[src/rtl/refresh_scheduler.sv]
// refresh_scheduler: tREFI tick generator with postponed-refresh credit tracking.
// Optional pull-in of refreshes while idle is enabled by defining REFRESH_PULLIN_EN.
module refresh_scheduler #(
  parameter int C_TREFI_WIDTH = 16,
  parameter int C_MAX_POSTPONE = 8
) (
  input  logic                     core_clk,
  input  logic                     core_srst,
  input  logic                     enable,
  input  logic [C_TREFI_WIDTH-1:0] trefi,
  input  logic                     ref_ack,
  input  logic                     idle,
  output logic                     ref_req,
  output logic                     ref_urgent,
  output logic [3:0]               pending,
  output logic                     overflow
);
  typedef enum logic {DIS, RUN} state_t;
  localparam logic [3:0] MAX = 4'(C_MAX_POSTPONE);
  localparam logic [3:0] MAX_M1 = 4'(C_MAX_POSTPONE - 1);
  state_t state, state_n;
  logic [C_TREFI_WIDTH-1:0] timer, reload;
  logic run, tick, acc, pull_req, pull_use;
  always_comb begin
    state_n = enable ? RUN : DIS;
    run = state == RUN;
    reload = trefi == '0 ? '0 : trefi - C_TREFI_WIDTH'(1);
    tick = run && timer == '0 && trefi != '0;
    ref_req = run && (pending != '0 || pull_req);
    ref_urgent = run && pending >= MAX_M1;
    acc = ref_req && ref_ack;
  end
`ifdef REFRESH_PULLIN_EN
  logic [3:0] pullin;
  assign pull_req = pending == '0 && idle && pullin < MAX;
  assign pull_use = pullin != '0;
  // A tick repays an earlier pull-in before it creates a new postponed credit.
  always_ff @(posedge core_clk) begin
    if (core_srst) pullin <= '0;
    else if (tick && !acc && pullin != '0) pullin <= pullin - 4'd1;
    else if (acc && !tick && pending == '0) pullin <= pullin + 4'd1;
  end
`else
  logic unused_idle;
  assign unused_idle = idle;
  assign pull_req = 1'b0;
  assign pull_use = 1'b0;
`endif
  always_ff @(posedge core_clk) begin
    if (core_srst) begin
      state <= DIS;
      timer <= '0;
      pending <= '0;
      overflow <= 1'b0;
    end else begin
      state <= state_n;
      timer <= (!run || timer == '0) ? reload : timer - C_TREFI_WIDTH'(1);
      if (tick && !acc && !pull_use) begin
        if (pending == MAX) overflow <= 1'b1;
        else pending <= pending + 4'd1;
      end else if (acc && !tick && pending != '0) pending <= pending - 4'd1;
    end
  end
endmodule

[config.mk]
export PLATFORM = sky130hd
export DESIGN_NAME = refresh_scheduler
export DESIGN_NICKNAME = d
export VERILOG_FILES = /design/src/rtl/refresh_scheduler.sv
export SDC_FILE = /design/constraint.sdc
export NUM_CORES = 1
export LEC_CHECK = 0
export BUFFER_PORTS_ARGS = -buffer_cell sky130_fd_sc_hd__buf_2
export CAP_MARGIN = 20
export CORE_ASPECT_RATIO = 0.9
export CORE_MARGIN = 2
export CORE_UTILIZATION = 35
export CTS_CLUSTER_DIAMETER = 40
export CTS_CLUSTER_SIZE = 30
export DETAILED_ROUTE_END_ITERATION = 12
export GPL_TIMING_DRIVEN = 0
export PLACE_DENSITY = 0.68
export REMOVE_ABC_BUFFERS = 1
export SLEW_MARGIN = 5
export SYNTH_ARGS = -nofsm -noshare
export SYNTH_HDL_FRONTEND = slang
export SYNTH_SLANG_ARGS = --single-unit
[constraint.sdc]
create_clock -name core_clk -period 2.65 [get_ports core_clk]
set_input_delay 0.1325 -clock core_clk [delete_from_list [all_inputs] [get_ports core_clk]]
set_output_delay 0.1325 -clock core_clk [all_outputs]
set_load 0.05 [all_outputs]
Word-level counts from Yosys, hierarchy flattened
Index checks and enable logic that the tools add are counted.
W data, S select, Z words.
{"block": "op_classes", "n_lt_le_gt_ge": 1, "eq_ne": 2, "n_mux": 6, "reduce_logical": 19, "addsub": 4}
{"cell": "$logic_not A16 Y1", "count": 2}
{"cell": "$mux W16", "count": 2}
{"cell": "$sub A16 B1 Y16 const B", "count": 2}
{"cell": "$reduce_bool A16 Y1", "count": 1}
{"cell": "$mux W4", "count": 3}
{"cell": "$logic_and A1 B1 Y1", "count": 8}
{"cell": "$add A4 B1 Y4 const B", "count": 1}
{"cell": "$eq A4 B4 Y1 const B", "count": 1}
{"cell": "$ge A4 B3 Y1 const B", "count": 1}
{"cell": "$reduce_and A2 Y1", "count": 2}
{"cell": "$reduce_bool A4 Y1", "count": 1}
{"cell": "$sub A4 B1 Y4 const B", "count": 1}
{"cell": "$logic_not A1 Y1", "count": 3}
{"cell": "$ne A2 B2 Y1 const B", "count": 1}
{"cell": "$reduce_bool A2 Y1", "count": 1}
{"cell": "$logic_or A1 B1 Y1", "count": 1}
{"cell": "$mux W1", "count": 1}
{"block": "word_totals", "reg_bits": 22, "input_bits": 21, "wordCells": 36, "out_inout_bits": 7}

Longest topological paths before layout
{"block": "logic_depth", "ltp_word": 8, "depth_mapped": 12, "depth_no_buf": 12}

Worst setup path before layout
Ideal clock, no wire load.
{"block": "synth_path", "path_type": "register to register", "startpoint": "register timer[12]", "endpoint": "register pending[3]", "path_buffers": 0, "t_required_ns": 2.529, "synth_period_minus_slack_ns": 2.878, "stages_incl_launch_ff": 12, "arrival_time_ns": 2.757, "slack_ns": -0.228, "setup_time_ns": 0.121, "path_cell_list": "dfxtp_1 > or4_4 > nor2_1 > nand4_1 > nor3_4 > inv_1 > ha_1 > a21o_1 > a21oi_1 > a21oi_1 > a22oi_1 > mux2_2"}
{"block": "synth_between", "elab_chain_len": 8, "word_cells_on_any_way": 11, "cone_classes": "1 x eq/ne; 1 x mux; 9 x reduce/logical"}
{"item": "start, declared", "line": "22", "text": "logic [C_TREFI_WIDTH-1:0] timer, reload;"}
{"item": "start signal, assigned", "line": "57", "text": "timer <= (!run || timer == '0) ? reload : timer - C_TREFI_WIDTH'(1);"}
{"item": "$logic_not A16 Y1 *", "line": "28", "text": "tick = run && timer == '0 && trefi != '0;"}
{"item": "$logic_and A1 B1 Y1 * (2 in a row)", "line": "28"}
{"item": "$logic_not A1 Y1", "line": "61", "text": "end else if (acc && !tick && pending != '0) pending <= pending - 4'd1;"}
{"item": "$logic_and A1 B1 Y1 (2 in a row)", "line": "61"}
{"item": "$reduce_bool A2 Y1 (no line)"}
{"item": "$reduce_and A2 Y1 (no line)"}
{"item": "end signal, assigned", "line": "60", "text": "else pending <= pending + 4'd1;"}
{"item": "end signal, assigned", "line": "61"}
{"item": "end, declared", "line": "15", "text": "output logic [3:0] pending,"}
Every way passes the cells marked *; elsewhere a longest branch is shown, timed or not.
A chain may end at the register's enable or synchronous reset.

Worst setup path in the final report
{"block": "layout_path", "startpoint": "register timer[13]", "endpoint": "register pending[3]"}
The elaborated chain is that of the path after synthesis.

==> flow_metrics.tcl <==
set metrics [dict create \
    slowest_delay_ns 0.55 \
    synth_top_area_share_pct 28.6 \
    vias 1403 \
    first_pass_iters 4 \
    worstPathRequired_ns 2.80 \
    yosys.area.top_type "dfxtp_1" \
    avgSynthCellArea_um2 8.11 \
    nets 250 \
    die_w_um 73.9 \
    insertion_delay_ns 0.26 \
    status "complete, but fails checks" \
    critical_path.endpoint_type "register" \
    maxCapViolCount 0 \
    io_buffer_count 26 \
    cts_buffer_depth 2 \
    peakVddDrop_mv 0.194 \
    htreeDepth 1 \
    ys_types 41 \
    grt-ovfl-total 0 \
    fin_setup_tns_ns -0.0128 \
    design_area_um2 1890 \
    post_drt_via_cell_ratio 4.99 \
    worst_setup_path_start_kind "register" \
    path_buf_inv 1 \
    dieArea_um2 4950 \
    grt_use_total_pct 15.0 \
    synth-main-ff-cell "dfxtp_1" \
    yosysWarnings 0 \
    clkSlewWorstSetupHoldPaths_ns 0.09 \
    dp.cells 269 \
    hp-class "in -> reg" \
    setup_violations 1 \
    synthCells 190 \
    crit_slowest_cell "or4_4" \
    synth.most_common_cell "nor2_1" \
    ys_seq_elements 22 \
    p_total_uw 893 \
    drtIter0Drc 77 \
    grt_max_degree 28 \
    layout_setup_ws_ns -0.0128 \
    rsz0062_at_grt "yes" \
    area_growth_pct 22.5 \
    p_leak_nw 0.754 \
    fin_worst_skew_ns 0.00900 \
    coreArea_um2 4160 \
    die_h_um 66.9 \
    routed_wl_um 3510 \
    synth-edff-count 0 \
    grt_pass1_wl_um 5930 \
    dr_wl_met3_um 103 \
    synth-seq-area-share_pct 28.6 \
    worstMarginPinSlew_ns 0.840 \
    power_density_nw_per_um2 473 \
    path_cells "or4_4 -> nor2_4 -> nand4_1 -> nor3_4 -> inv_2 -> ha_4 -> a21o_1 -> a21oi_2 -> a21oi_1 -> a22oi_1 -> mux2_2" \
    antenna_found_initial 0 \
    ant_nets 0 \
    syn_area_um2 1540 \
    gpl.final_weighted_congestion 0.767 \
    grt_pass1_vias 1300 \
    clockRootBuffer "clkbuf_8" \
    cts_buffers 3 \
    fin_hold_ws_ns 0.0799 \
    cts_tree "built" \
    wl_per_cell_um 12.5 \
    path_max_fanout 3 \
    clock_sinks 22 \
    arrival_ns 2.82 \
    max_freq_ghz 0.376 \
    highest_layer "met4" \
    yosys-top-cells-count "nor2_1, dfxtp_1, xnor2_1, nor3_1" \
    slew-limit-headroom_pct 44.0 \
    drc 0 \
    drive_gt1_share_pct 27.1 \
    critPathKind "reg -> reg" \
    layout.cells.non_filler 281 \
    fin_crit_sh_pct 100 \
    wl_met2_um 1620 \
    fin_crit_ns 2.66 \
    hold_violations 0 \
    initial_core_util_pct 37.1 \
    dp_hpwl_um 2480 \
    synth.top_cells.by_area "dfxtp_1, xnor2_1, nor2_1" \
    nFillCells 401 \
    num_io_pins 28 \
    failed_checks "setup timing" \
    row_count 22 \
    cp_top_family "simple AND/OR/NAND/NOR gates" \
    antennaDiodeCount 0 \
    finalMaxSlewViolations 0 \
    dpl_cell_area_um2 1710 \
    wl_met1_um 1750 \
    async_reset_ff_share_pct 0 \
]
## final timing paths
| check | to | cells past startpoint | from | slack (ns) |
|---|---|---|---|---|
| worst max register to register | pending[3]$_SDFFE_PP0P_ | 11 | timer[13]$_SDFF_PP0_ | -0.01 |
| worst min register to register | overflow$_SDFFE_PP0P_ | 2 | overflow$_SDFFE_PP0P_ | 0.48 |
| worst max-delay path | pending[3]$_SDFFE_PP0P_ | 11 | timer[13]$_SDFF_PP0_ | -0.01 |
| worst min-delay path | run$_SDFF_PP0_ | 2 | enable | 0.08 |
## sequential cells by signal (all words and copies together), names as in the netlist
signal    count
overflow      1
pending       4
timer        16
run           1
## what timing repair did
action / CTS / global route
pin swaps: 8 / 0
endpoints found under the setup margin: 3 / 2
resized for setup: 10 / 4
setup buffers: 8 / 0
hold buffers: 0 / 0
## placed cells by master, fill, tap and decap left out, types with 2 or more instances in the layout
master	count
nand2_1	10
ha_1	5
mux2_2	3
clkbuf_8	3
buf_4	8
nand2b_1	2
a21oi_1	7
a211oi_1	2
inv_1	6
mux2i_1	3
nand3_1	9
o32ai_1	5
dfxtp_2	4
buf_2	26
dfxtp_1	17
nand4_1	2
or4_4	2
nor2b_1	5
o21ai_0	2
xor2_1	9
nor2_1	29
nor3_1	11
xnor2_1	15
or4_1	2
a31oi_1	6
nor4_1	4
## logic make-up after synthesis
family          count (synthesis)  share of synthesized area (%)
simple gates                   88                           30.6
compound gates                 29                           12.8
xor+xnor                       24                           13.6
flops                          22                           28.6
buf+inv                        14                           4.06
fa+ha+maj                       7                           6.17
mux                             6                           4.14
## power by group
part / leakage (nW) / switching (mW) / total, mW / internal [mW]
clock network: 0.0357 / 0.115 / 0.317 / 0.202
registers: 0.184 / 0.0221 / 0.375 / 0.353
logic: 0.535 / 0.108 / 0.202 / 0.0936
## metrics by stage
stage	util, %	setup WS [ns]
after floorplan	-	-0.228
after global routing	45.4	-0.109
after CTS	45.0	-0.00193
final	45.4	-0.0128
after global placement	41.1	-0.479
after detailed placement	41.1	-0.521
## per-layer routing
| metal | vias to the layer above | GRT usage, % |
|---|---|---|
| li1 | 740 | - |
| met1 | 635 | 21.1 |
| met2 | 24 | 24.4 |
| met3 | 4 | 1.36 |
| met4 | 0 | 4.09 |
| met5 | - | 0 |
## layout make-up
cell class / instances / area [µm²] / share of cell area [%]
clock buffer: 3 / 41.3 / 2.19
multi-input combinational: 154 / 1070 / 57.0
tap: 60 / 75.1 / 3.98
inverter: 7 / 26.3 / 1.39
timing repair buffer: 34 / 190 / 10.1
clock inverter: 1 / 30.0 / 1.59
sequential: 22 / 449 / 23.8
Power figures use the tool's default switching activity.
